`config.mk`:
```
export PLATFORM = sky130hd
export DESIGN_NAME = exec_sequencer
export DESIGN_NICKNAME = d
export VERILOG_FILES = /design/src/rtl/exec_sequencer.sv
export SDC_FILE = /design/constraint.sdc
export NUM_CORES = 1
export LEC_CHECK = 0
export ABC_AREA = 1
export CAP_MARGIN = 25
export CORE_MARGIN = 5
export CORE_UTILIZATION = 36
export DETAILED_ROUTE_END_ITERATION = 10
export GPL_ROUTABILITY_DRIVEN = 0
export HOLD_SLACK_MARGIN = 0.15
export PLACE_DENSITY = 0.8
export SETUP_SLACK_MARGIN = 0.2
export SYNTH_ARGS = -nofsm -noshare
export SYNTH_HDL_FRONTEND = slang
export SYNTH_SLANG_ARGS = --single-unit
```
`constraint.sdc`:
```
create_clock -name clk -period 1.5 [get_ports clk]
set_input_delay 0.375 -clock clk [delete_from_list [all_inputs] [get_ports clk]]
set_output_delay 0.375 -clock clk [all_outputs]
set_load 0.1 [all_outputs]
```
`src/rtl/exec_sequencer.sv`:
```
// exec_sequencer
//   Fetch/execute sequencer sitting between the external program-load inputs,
//   the instruction memory and the CPU datapath. A burst of load_inst cycles
//   writes consecutive words into imem starting at address 0. The loaded
//   program then runs one instruction per rising edge of next_inst, or runs
//   freely while run is high. Each instruction gets a one-cycle dp_exec strobe.
//
// Ports
//   clk, reset          system clock; asynchronous active-low reset
//   load_inst, inst_in  program-load request (level) and the word to store
//   next_inst, run      single-step request (edge) / free-run enable (level)
//   imem_we/waddr/wdata imem write port (combinational)
//   imem_raddr/rdata    imem read port; rdata is combinational from raddr
//   dp_inst, dp_exec    registered instruction and one-cycle execute strobe
//   dp_busy             datapath still executing the last instruction
//   pc, prog_len        program counter and loaded length, both 0..IMEM_DEPTH
//   state, halted       FSM state (IDLE=0 LOAD=1 FETCH=2 EXEC=3 WAIT=4) and
//                       end-of-program flag
//
// Datapath handshake: dp_exec is high for exactly one cycle while dp_inst holds
// the instruction. From the cycle after that strobe the sequencer samples
// dp_busy every cycle and issues nothing further until it sees dp_busy low.
module exec_sequencer #(
  parameter int INST_W     = 12,
  parameter int IMEM_DEPTH = 16,
  parameter int PC_W       = $clog2(IMEM_DEPTH)
) (
  input  logic              clk,
  input  logic              reset,
  input  logic              load_inst,
  input  logic [INST_W-1:0] inst_in,
  input  logic              next_inst,
  input  logic              run,
  output logic              imem_we,
  output logic [PC_W-1:0]   imem_waddr,
  output logic [INST_W-1:0] imem_wdata,
  output logic [PC_W-1:0]   imem_raddr,
  input  logic [INST_W-1:0] imem_rdata,
  output logic [INST_W-1:0] dp_inst,
  output logic              dp_exec,
  input  logic              dp_busy,
  output logic [PC_W:0]     pc,
  output logic [PC_W:0]     prog_len,
  output logic [2:0]        state,
  output logic              halted
);

  typedef enum logic [2:0] {
    IDLE  = 3'd0,
    LOAD  = 3'd1,
    FETCH = 3'd2,
    EXEC  = 3'd3,
    WAIT  = 3'd4
  } state_t;

  localparam logic [PC_W:0] FULL = (PC_W+1)'(IMEM_DEPTH);
  localparam logic [PC_W:0] ONE  = (PC_W+1)'(1);

  state_t              st, st_next;
  logic [PC_W:0]       pc_next, len_next;
  logic [INST_W-1:0]   inst_next;
  logic                exec_next;
  logic                step_q;
  logic                step_pulse;
  logic                more;

  // Only the rising edge of the raw step input counts; a held level does not
  // repeat, and edges that arrive outside IDLE are simply lost.
  assign step_pulse = next_inst & ~step_q;
  assign more       = (pc < prog_len);

  assign imem_wdata = inst_in;
  assign imem_raddr = pc[PC_W-1:0];
  assign state      = st;
  assign halted     = (st == IDLE) && (prog_len != '0) && (pc == prog_len);

  always_comb begin
    st_next    = st;
    pc_next    = pc;
    len_next   = prog_len;
    inst_next  = dp_inst;
    exec_next  = 1'b0;
    imem_we    = 1'b0;
    imem_waddr = prog_len[PC_W-1:0];
    case (st)
      IDLE: begin
        // A load always starts a fresh program at address 0.
        if (load_inst) begin
          imem_we    = 1'b1;
          imem_waddr = '0;
          len_next   = ONE;
          pc_next    = '0;
          st_next    = LOAD;
        end else if ((step_pulse | run) && more) begin
          st_next = FETCH;
        end
      end
      LOAD: begin
        if (load_inst) begin
          // Words beyond the memory size are dropped; the length saturates.
          if (prog_len != FULL) begin
            imem_we  = 1'b1;
            len_next = prog_len + ONE;
          end
        end else begin
          pc_next = '0;
          st_next = IDLE;
        end
      end
      FETCH: begin
        inst_next = imem_rdata;
        exec_next = 1'b1;
        st_next   = EXEC;
      end
      EXEC: begin
        pc_next = pc + ONE;
        st_next = WAIT;
      end
      WAIT: begin
        if (!dp_busy) begin
          st_next = (run && more) ? FETCH : IDLE;
        end
      end
      default: st_next = IDLE;
    endcase
  end

  always_ff @(posedge clk or negedge reset) begin
    if (!reset) begin
      st       <= IDLE;
      pc       <= '0;
      prog_len <= '0;
      dp_inst  <= '0;
      dp_exec  <= 1'b0;
      step_q   <= 1'b0;
    end else begin
      st       <= st_next;
      pc       <= pc_next;
      prog_len <= len_next;
      dp_inst  <= inst_next;
      dp_exec  <= exec_next;
      step_q   <= next_inst;
    end
  end

endmodule

```
Word-level counts from Yosys, hierarchy flattened
Cells that the tools add are included.

Add/subtract/negate cells: 2. Multiply operators: 0. Divide/modulo/power cells: 0. $lt $le $gt $ge: 1. Equal/unequal tests: 12. Shifts and indexed selects: 0. Multiplexer cells: 20. Bitwise gates (word level): 3. Reductions and logical operators: 11.

Operators with widths (number): 5-bit two-way mux (5); 3-bit case mux with 5 select lines (1); 5-bit case mux with 3 select lines (1); 3-bit two-way mux (4); 5-bit by 1-bit adder with 5-bit output (second input constant) (2); 2-bit inequality test (second input constant) (5); 5-bit case mux with 2 select lines (1); 4-bit two-way mux (2); 3-bit by 2-bit equality test with 1-bit output (second input constant) (2); 3-bit AND reduction (2); 5-bit equality test (1); 5-bit < comparator (1); 5-bit inequality test (second input constant) (1); 5-bit nonzero test (1); 1-bit logical AND (4); 1-bit two-way mux (4); 4-bit AND reduction (1); 3-bit by 1-bit equality test with 1-bit output (second input constant) (1); 3-bit equality test (second input constant) (1); 3-bit logical NOT (1); 3-bit by 2-bit inequality test with 1-bit output (second input constant) (1); 3-bit nonzero test (1); 2-bit two-way mux (1); 1-bit case mux with 2 select lines (1); 4 further kinds (4).

Register bits: 27. Bits in latches: 0. Bits in writable memories: 0. ROM bits: 0. Output and inout bits: 48. Word-level logic and storage cells: 55. Memories kept: 0.

Longest topological paths before layout
Depth in word-level cells: 7. Mapped depth: 9. Mapped depth without buffers: 9.

Worst setup path before layout
OpenSTA, ideal clock, no wires.

Path kind: reg-to-output. From: register prog_len[3]. To: output port halted. Arrival: 3367 ps. Required time: 1125 ps. Setup slack: -2242 ps. Stages on the path, launching flop included: 7. Path buffers: 0. Cells stage by stage: dfrtp_1 > clkinv_2 > ha_1 > nand2_1 > nor2_1 > nand3_1 > a41oi_1.

Cells in the longest elaborated chain, start to end: 3. Elaborated cells between the ends (all ways): 4. Those cells by class: eq/ne: 1; reduce/logical: 3.

RTL lines: start: declaration (RTL line 43) `output logic [PC_W:0] prog_len,`; start signal: assignment (RTL line 139) `prog_len <= len_next;`; 5-bit nonzero test (RTL line 75) `assign halted = (st == IDLE) && (prog_len != '0) && (pc == prog_len);`; 1-bit logical AND (RTL line 75); 1-bit logical AND * (RTL line 75); end: declaration (RTL line 45) `output logic halted`.

Mark *: on every way between the ends. The rest lies on a longest branch, timed or not.

Worst setup path in the final report
From: register pc[2]. To: output port halted.

Cells in the longest elaborated chain, start to end: 2.

RTL lines: start: declaration (RTL line 42) `output logic [PC_W:0] pc,`; start signal: assignment (RTL line 138) `pc <= pc_next;`; 5-bit equality test (RTL line 75); 1-bit logical AND (RTL line 75).

Every way passes these cells.

==> out/results.txt <==
Max-slew violations -> 0
Area grow syn2layout -> 113%
Non-Filler Instances -> 335
Maximum fanout along the worst path -> 2
Most frequent cells in the layout -> nand2_1 (55), buf_12 (38), buf_4 (30), buf_6 (19), clkdlybuf4s50_1 (17)
Fill cells -> 229
Num ports -> 78
Fmax -> 460 MHz
Fraction of layout instances using a drive strength above 1 -> 0.561
Drt initial violations -> 104
First-pass GRT wire length -> 7.82 mm
Tmin final -> 2.17 ns
Max-cap violations -> 0
Die Ht -> 75.4 um
Clock Path Buffers -> 2
Fin nets -> 324
# hold bufs at CTS -> 0
Post-DP HPWL -> 3.23 mm
Crit path kind -> reg -> out
Crit end category -> output port
Synth cell types -> 22
Period utilization -> 1.45
Mapped Avg Cell Area -> 8.06 um2
Clock root cell -> clkbuf_8
Share of the synthesized area in the top cell type -> 0.439
Ant diodes -> 0
Critical path arrival -> 1.80 ns
Maximum single-stage delay on the critical path -> 0.51 ns
Post-route setup slack -> -0.672 ns
Synth top area cells -> dfrtp_1 (44%), nand2_1 (17%), buf_4 (8.3%), ha_1 (6.5%), inv_1 (4.1%)
Cell Chain, Critical Path -> ha_4 -> nand2_4 -> nor2_4 -> nand3_2 -> a41oi_4 -> buf_12
EDFF count, synth -> 0
Multi-input combinational cell area -> 890 um2
CTS clk-pin slew, worst paths -> 0.09 ns
FF/Latch Area -> 722 um2
Final WL -> 5.51 mm
Num CTS Buffers -> 3
WP data required -> 1.12 ns
Avg WL per Cell -> 16.4 um
GR Overflow Total -> 0
Top FF cell, synth -> dfrtp_1
Mapped Area -> 0.00154 mm2
Initial antenna violation count -> 0
Status -> finished with violations
Die Area -> 0.00568 mm2
CTS tree -> done
Yosys top cell by area -> dfrtp_1
Vias in the first global route -> 1624
Cell count after synthesis -> 191
Asr flop ratio synth -> 1.00
Syn_nets -> 229
Rel. slew slack -> 0.847
All-Layer GR Usage -> 0.184
Clock Sinks -> 27
Starting density of the core -> 0.377
Core Area -> 0.00409 mm2
Router iterations before antenna repair -> 4
Drt drc -> 0
Cells after DPL -> 304
Worst setup slack after placement -> -0.436 ns
RSZ-0062 raised after global routing -> true
Largest net degree at the start of global routing -> 28
Leading cell type in the layout, fill and taps excluded -> nand2_1
Failing checks -> negative setup slack
Min-delay worst type -> in -> async
Synth warn -> 0
Antenna viol nets, final -> 0
Vias/cell -> 4.99
Setup violators final -> 19
Crit-path slowest cell -> dfrtp_4
H-tree Lvls -> 1
Clock skew -> 0.00174 ns
Element type at the critical path start -> flip-flop
DIE WIDTH -> 75.4 um
Final hold violation count -> 0
Clock Latency Late Sink -> 0.28 ns
Yosys reg bits -> 27
Input/output buffers -> 53
Tightest Pin Transition -> 0.230 ns
Seq/Total Area, Yosys -> 0.439
Vias -> 1670
Number of cell rows -> 23
## per-layer routing
metal  vias to the layer above  GRT usage  part of all wire  wire length, um
met5                         -          0                 0                0
met3                        15     0.0541             0.080              443
met2                        74      0.334              0.53             2910
met1                       803      0.199              0.36             1980
met4                         0     0.0738             0.031              170
li1                        778          -                 -                -
## area by class of cell
| cell class | instances | area share |
|---|---|---|
| Timing Repair Buffer | 108 | 0.437 |
| Clock inverter | 1 | 0.00230 |
| Tap cell | 50 | 0.0191 |
| Multi-Input combinational cell | 124 | 0.272 |
| Sequential cell | 27 | 0.221 |
| Clock buffer | 3 | 0.0126 |
| Inverter | 22 | 0.0360 |
## Yosys cell counts, types with 3 or more instances
library cell / n
nor3_2: 3
buf_4: 17
inv_2: 3
a21oi_1: 3
nand3_1: 9
nor2_1: 11
o21ai_1: 4
inv_1: 17
ha_1: 8
nand2_1: 68
nand4_1: 6
dfrtp_1: 27
## registers in the layout (all words and copies together), names as in the netlist
name	cells
state	3
dp_exec	1
prog_len	5
pc	5
dp_inst	12
step_q	1
## path summary, 6_finish.rpt
path	slack, ns	to	start	cells after the start
worst min-delay path	0.44	dp_inst[0]$_DFFE_PN0P_	reset	2
max in group asynchronous	0.90	prog_len[3]$_DFFE_PN0P_	reset	2
worst max-delay path	-0.67	halted	pc[2]$_DFFE_PN0P_	6
worst min register to register	0.55	dp_inst[6]$_DFFE_PN0P_	dp_inst[6]$_DFFE_PN0P_	2
worst max register to register	-0.41	prog_len[1]$_DFFE_PN0P_	prog_len[1]$_DFFE_PN0P_	11
min in group clk	0.55	dp_inst[6]$_DFFE_PN0P_	dp_inst[6]$_DFFE_PN0P_	2
## repair_timing
action / in CTS / in global routing
resized for setup: 46 / 22
pin swaps: 11 / 11
buffers inserted: 9 / 17
endpoints found under the setup margin: 49 / 50
cloned: 1 / 0
## metrics by stage
step / utilization / cell area (um2) / TNS (ns) / hold WS, ns
finish: 0.800 / 3270 / -5.53 / 0.435
global route: 0.800 / 3270 / -6.64 / 0.442
CTS: 0.750 / 3060 / -4.08 / 0.437
detailed placement: 0.671 / 2740 / -3.44 / 0.528
global placement: 0.671 / 2740 / -2.88 / 0.525
floorplan: - / 1720 / -3.04 / 0.0794
## critical path, delay by kind of cell (launching register included)
kind,cells,cell delay (ns)
DFF,1,0.51
and+or+nand+nor,3,0.29
AOI/OAI and AO/OA,1,0.22
adders and majority gates,1,0.29
buffers and inverters,1,0.20
## cell families (layout without fill, tap and decap cells)
logic type               count (synthesis)  count (layout)  share of synthesized area
buffers and inverters                   40             134                      0.146
AND/OR/NAND/NOR                        100             100                      0.279
XOR/XNOR                                 3               3                     0.0171
flip-flops                              27              27                      0.439
adder cells (fa/ha/maj)                  8               8                     0.0650
AO/OA/AOI/OAI                           13              13                     0.0545
Power is not shown: default switching activity piles up to over one toggle a cycle in this logic, so the estimate is an artifact.
==> edit 1, RTL diff (same flow settings) <==
Register the outputs `imem_wdata`, `imem_raddr` and `halted`, with the module's reset; this adds one clock of latency there. The other outputs are not delayed to match. Comments in the files are not updated.
--- a/src/rtl/exec_sequencer.sv
+++ b/src/rtl/exec_sequencer.sv
@@ -71,6 +71,14 @@
 
-  assign imem_wdata = inst_in;
-  assign imem_raddr = pc[PC_W-1:0];
   assign state      = st;
-  assign halted     = (st == IDLE) && (prog_len != '0) && (pc == prog_len);
+  always_ff @(posedge clk or negedge reset) begin
+    if (!reset) begin
+      imem_wdata <= '0;
+      imem_raddr <= '0;
+      halted     <= '0;
+    end else begin
+      imem_wdata <= inst_in;
+      imem_raddr <= pc[PC_W-1:0];
+      halted     <= (st == IDLE) && (prog_len != '0) && (pc == prog_len);
+    end
+  end
 
Check against the original RTL: not equivalent (a bounded check fails within 4 cycles, from zero or initial values and one cycle with reset low).
==> edit 1 against the unedited design <==
- count of clock-buffer cells in the layout up 3
- critical path depth did not move
- final cell count grew 19%
- first-iteration DRC count rose by 29%
- setup slack improved by 100 ps
- sequential cell count increased by 17
- wire length increased by 38%
- critical endpoint is now imem_we
- final area rose by 29%
- clock skew up 10 ps
- the flow still finishes with violations (negative setup slack)
- core utilization up 7.7 points
- area after synthesis up 18%
==> edit 1: results (changes against the unedited design) <==
<table>
<tr><th>Metric</th><th>Value</th></tr>
<tr><th colspan="2">Timing</th></tr>
<tr><td>Fin worst setup slack</td><td>-569 ps (+103 ps)</td></tr>
<tr><td>Setup TNS after final layout</td><td>-5850 ps (-322 ps)</td></tr>
<tr><td>Count of final setup violators</td><td>31 (+12)</td></tr>
<tr><td>Clock skew</td><td>12.1 ps (+10.4 ps)</td></tr>
<tr><th colspan="2">Cells and area</th></tr>
<tr><td>Non-filler cells in the finished layout</td><td>397 (+19%)</td></tr>
<tr><td>Number of nets in the layout</td><td>367 (+13%)</td></tr>
<tr><td>Largest registers ranked by flip-flop count</td><td>dp_inst (12), imem_wdata (12)</td></tr>
<tr><th colspan="2">Run status</th></tr>
<tr><td>Failing checks</td><td>negative setup slack</td></tr>
<tr><td>Status</td><td>finished with violations</td></tr>
<tr><th colspan="2">Logic synthesis</th></tr>
<tr><td>Unique cell type count in the Yosys netlist</td><td>21 (-4.5%)</td></tr>
<tr><td>Post-Synthesis Net Count</td><td>226 (-1.3%)</td></tr>
<tr><td>Synth area leaders</td><td>sky130_fd_sc_hd__dfrtp_1 (60%), sky130_fd_sc_hd__nand2_1 (13%), sky130_fd_sc_hd__ha_1 (5.5%)</td></tr>
<tr><td>Commonest cells post-synth</td><td>sky130_fd_sc_hd__nand2_1 (61), sky130_fd_sc_hd__dfrtp_1 (44), sky130_fd_sc_hd__inv_1 (21)</td></tr>
<tr><td>Avg Inst Size Synth</td><td>9.68 um^2 (+20%)</td></tr>
<tr><th colspan="2">Detailed routing</th></tr>
<tr><td>Number of search-and-repair iterations in the first detailed-routing pass</td><td>5 (+1)</td></tr>
<tr><td>First-iteration detailed-routing DRC count</td><td>134 (+29%)</td></tr>
<tr><th colspan="2">CTS</th></tr>
<tr><td>Total CTS buffers</td><td>5 (+2)</td></tr>
<tr><td>CTS HTree Levels</td><td>2 (+1)</td></tr>
<tr><th colspan="2">Global route</th></tr>
<tr><td>Met1 Resource Use GR</td><td>0.205 (+0.00602)</td></tr>
<tr><td>Met3 Use GR</td><td>0.0632 (+0.00910)</td></tr>
<tr><td>Global-route track usage on met2</td><td>0.368 (+0.0342)</td></tr>
<tr><td>Number of global-route vias before repair</td><td>2,009 (+24%)</td></tr>
<tr><td>Wire length of the first global-routing pass</td><td>9720 um (+24%)</td></tr>
<tr><th colspan="2">Setup path</th></tr>
<tr><td>Critical path data arrival time</td><td>1690 ps (-110 ps)</td></tr>
<tr><td>Capture point of the critical path</td><td>imem_we</td></tr>
<tr><th colspan="2">Place</th></tr>
<tr><td>Post-detailed-placement half-perimeter wirelength</td><td>3900 um (+21%)</td></tr>
<tr><td>Total cell area at the placement stage</td><td>3440 um^2 (+26%)</td></tr>
<tr><td># port buffers</td><td>77 (+45%)</td></tr>
</table>
-- edit 1: changes by cell type in the layout (fill, tap and decap cells not counted), moves of 3 or more --
| cell | before | now |
|---|---|---|
| sky130_fd_sc_hd__dfrtp_1 | 14 | 31 |
| sky130_fd_sc_hd__buf_12 | 38 | 49 |
| sky130_fd_sc_hd__clkdlybuf4s50_1 | 17 | 28 |
| sky130_fd_sc_hd__nand2_1 | 55 | 47 |
| sky130_fd_sc_hd__buf_4 | 30 | 34 |
| sky130_fd_sc_hd__nand3_2 | 1 | 5 |
| sky130_fd_sc_hd__nand4_1 | 6 | 2 |
| sky130_fd_sc_hd__clkbuf_8 | 3 | 6 |
| sky130_fd_sc_hd__ha_4 | 5 | 8 |
-- edit 1: cells by family after synthesis --
logic type,count (synthesis),synth area share
and+or+nand+nor,92,0.220
DFF,44,0.605
buffers and inverters,25,0.0543
AOI/OAI and AO/OA,14,0.0419
adders and majority gates,8,0.0550
xor gates and xnor gates,5,0.0241
-- edit 1: critical path, delay by kind of cell (launching register included) --
family,cells,cell delay (ps)
adder cells (fa/ha/maj),1,140
flip-flops,1,520
buffers and inverters,2,250
AND/OR/NAND/NOR,3,470
-- edit 1: where the power goes --
| part | internal, W | switching [W] | leakage (nW) |
|---|---|---|---|
| Clock | 0.000545 | 0.000433 | 0.0614 |
| Combinational | 0.00275 | 0.00432 | 1.33 |
| Sequential | 0.00154 | 0.000341 | 0.534 |
-- edit 1: timing repair --
action,CTS,global route
pin swaps,13,15
gates cloned,1,1
endpoints found under the setup margin,43,51
gates resized for setup,45,41
buffers inserted,13,21
hold endpoints to repair,44,0
hold buffers,1,0
-- edit 1: how the worst min path moves through the flow --
| stage | slack, ps | startpoint | cells past startpoint | endpoint |
|---|---|---|---|---|
| final | 510 | inst_in[0] | 1 | imem_wdata[0] |
| after global routing | 490 | inst_in[7] | 1 | imem_wdata[7] |
| after detailed placement | 380 | reset | 2 | imem_raddr[3] |
| after global placement | 370 | reset | 2 | imem_wdata[0] |
| after CTS | 500 | pc[0] | 0 | imem_raddr[0] |
| after floorplan | 80 | reset | 0 | dp_exec |
-- edit 1: final cells by class --
| cell class | instances | area (um^2) | share of cell area |
|---|---|---|---|
| Clock buffer | 6 | 82.6 | 0.0195 |
| Clock inverter | 2 | 38.8 | 0.00918 |
| Inverter | 23 | 114 | 0.0269 |
| Multi-Input combinational cell | 119 | 950 | 0.225 |
| Sequential cell | 44 | 1140 | 0.271 |
| Tap cell | 67 | 83.8 | 0.0198 |
| Timing Repair Buffer | 135 | 1800 | 0.427 |
| Timing Repair inverter | 1 | 7.51 | 0.00178 |
-- edit 1: per-layer routing --
metal	routed length [um]	vias to the layer above
li1	-	869
met1	2670	956
met2	4060	99
met3	551	24
met4	299	0
met5	0	-
==> edit 2, RTL diff (config.mk and constraints unchanged) <==
Without the edit above. The parameter `IMEM_DEPTH` goes from 16 to 8.
--- a/src/rtl/exec_sequencer.sv
+++ b/src/rtl/exec_sequencer.sv
@@ -24,3 +24,3 @@
   parameter int INST_W     = 12,
-  parameter int IMEM_DEPTH = 16,
+  parameter int IMEM_DEPTH = 8,
   parameter int PC_W       = $clog2(IMEM_DEPTH)
Ports: changed (resized imem_raddr, imem_waddr, pc and prog_len); port bits go from 78 to 74. No check against the original RTL was run, so the function may have changed too.
==> edit 2 against the unedited design <==
- the flow still finishes with violations (negative setup slack)
- setup slack better by 120 ps
- sequential share of layout area hardly changed
- area after synthesis is 6.8% lower
- final cell count is 9.6% lower
- via count is 15% lower
- synthesized cell count is 9.4% lower
- wire length is 18% lower
- register-to-register slack better by 330 ps
- sequential cell count is 2 lower
- final area is 7.7% lower
- first-iteration DRC count is 62% lower
Power is not shown: default switching activity piles up to over one toggle a cycle in this logic, so the estimate is an artifact.
==> edit 2: results (changes against the unedited design) <==
<table>
<tr><th>Metric</th><th>Value</th></tr>
<tr><th colspan="2">Timing</th></tr>
<tr><td>Fin worst setup slack</td><td>-552 ps (+120 ps)</td></tr>
<tr><td>Post-Route Hold Slack</td><td>445 ps (+9.28 ps)</td></tr>
<tr><td>F_max</td><td>487 MHz (+5.9%)</td></tr>
<tr><td>Clock skew</td><td>1.64 ps (-0.105 ps)</td></tr>
<tr><td>Count of final setup violators</td><td>11 (-8)</td></tr>
<tr><td>Setup TNS after final layout</td><td>-2340 ps (+3190 ps)</td></tr>
<tr><th colspan="2">Setup path</th></tr>
<tr><td>Critical path data arrival time</td><td>1680 ps (-120 ps)</td></tr>
<tr><td>R2r setup slk</td><td>-80 ps (+330 ps)</td></tr>
<tr><th colspan="2">Global route</th></tr>
<tr><td>Wire length of the first global-routing pass</td><td>6620 um (-15%)</td></tr>
<tr><td>Global-route usage over all layers</td><td>0.162 (-0.0219)</td></tr>
<tr><td>Global-route track usage on met2</td><td>0.284 (-0.0496)</td></tr>
<tr><td>Largest net degree at the start of global routing</td><td>26 (-7.1%)</td></tr>
<tr><td>Number of global-route vias before repair</td><td>1,402 (-14%)</td></tr>
<tr><th colspan="2">Cells and area</th></tr>
<tr><td>Largest registers ranked by flip-flop count</td><td>dp_inst (12), pc (4), prog_len (4)</td></tr>
<tr><td>Number of nets in the layout</td><td>291 (-10%)</td></tr>
<tr><td>Count of filler cells inserted in the layout</td><td>253 (+10%)</td></tr>
<tr><td>Layout cells sized above 1</td><td>0.644 (+0.0829)</td></tr>
<tr><th colspan="2">Place</th></tr>
<tr><td>Post-detailed-placement half-perimeter wirelength</td><td>2850 um (-12%)</td></tr>
<tr><td># port buffers</td><td>49 (-7.5%)</td></tr>
<tr><td>Total cell area at the placement stage</td><td>2530 um^2 (-7.6%)</td></tr>
<tr><th colspan="2">Logic synthesis</th></tr>
<tr><td>Commonest cells post-synth</td><td>sky130_fd_sc_hd__nand2_1 (64), sky130_fd_sc_hd__dfrtp_1 (25), sky130_fd_sc_hd__inv_1 (19)</td></tr>
<tr><td>Part of the Yosys area used for sequential elements</td><td>0.436 (-0.00272)</td></tr>
<tr><td>Post-Synthesis Net Count</td><td>210 (-8.3%)</td></tr>
<tr><th colspan="2">Detailed routing</th></tr>
<tr><td>First-iteration detailed-routing DRC count</td><td>40 (-62%)</td></tr>
<tr><th colspan="2">Run status</th></tr>
<tr><td>Status</td><td>finished with violations</td></tr>
<tr><td>Failing checks</td><td>negative setup slack</td></tr>
</table>
==> edit 2: cell types whose count changed in the layout (fill, tap and decap cells not counted), sizes merged, moves of 2 or more <==
cell	change
a31o	-2
dfrtp	-2
nor3	-2
o21ai	-3
nand4	-5
buf	-15
==> edit 2: layout make-up <==
| class | instances | area, um^2 | area share |
|---|---|---|---|
| clock buffer | 3 | 41.3 | 0.0137 |
| clock inverter | 1 | 5.00 | 0.00166 |
| inverter | 21 | 115 | 0.0381 |
| multi-input combinational | 110 | 872 | 0.289 |
| sequential | 25 | 667 | 0.221 |
| tap | 50 | 62.6 | 0.0207 |
| timing repair buffer | 93 | 1260 | 0.416 |
==> edit 2: metrics by stage <==
stage                     setup slack (ps)  std cells  utilization
after global placement                -337        279        0.643
after floorplan                       -638        173            -
after detailed placement              -367        279        0.643
after global routing                  -602        303        0.766
final                                 -552        303        0.766
after CTS                             -500        291        0.705
==> edit 2: path summary, 6_finish.rpt <==
check	start	end	depth (start not counted)
worst max-delay path	pc[2]	halted	6
worst min-delay path	reset	pc[3]	2
worst max register to register	pc[3]	state[1]	8
worst min register to register	dp_inst[6]	dp_inst[6]	2
max in group asynchronous	reset	prog_len[0]	2
min in group clk	dp_inst[6]	dp_inst[6]	2
==> edit 2: timing repair <==
action                     CTS  global route
cloned                       1             0
buffers inserted             7            12
gates resized for setup     39            45
pin swaps                   19            10
setup endpoints to repair   42            45
==> edit 2: cell families (layout without fill, tap and decap cells) <==
group | count (synthesis) | after routing | synth area share
buf+inv | 38 | 118 | 0.149
xor+xnor | 4 | 4 | 0.0244
simple gates | 92 | 92 | 0.299
fa+ha+maj | 7 | 7 | 0.0611
compound gates | 7 | 7 | 0.0297
flops | 25 | 25 | 0.436
==> edit 2: per-layer routing <==
metal,up-vias,part of all wire
li1,675,-
met1,688,0.36
met2,48,0.55
met3,12,0.067
met4,0,0.025
met5,-,0
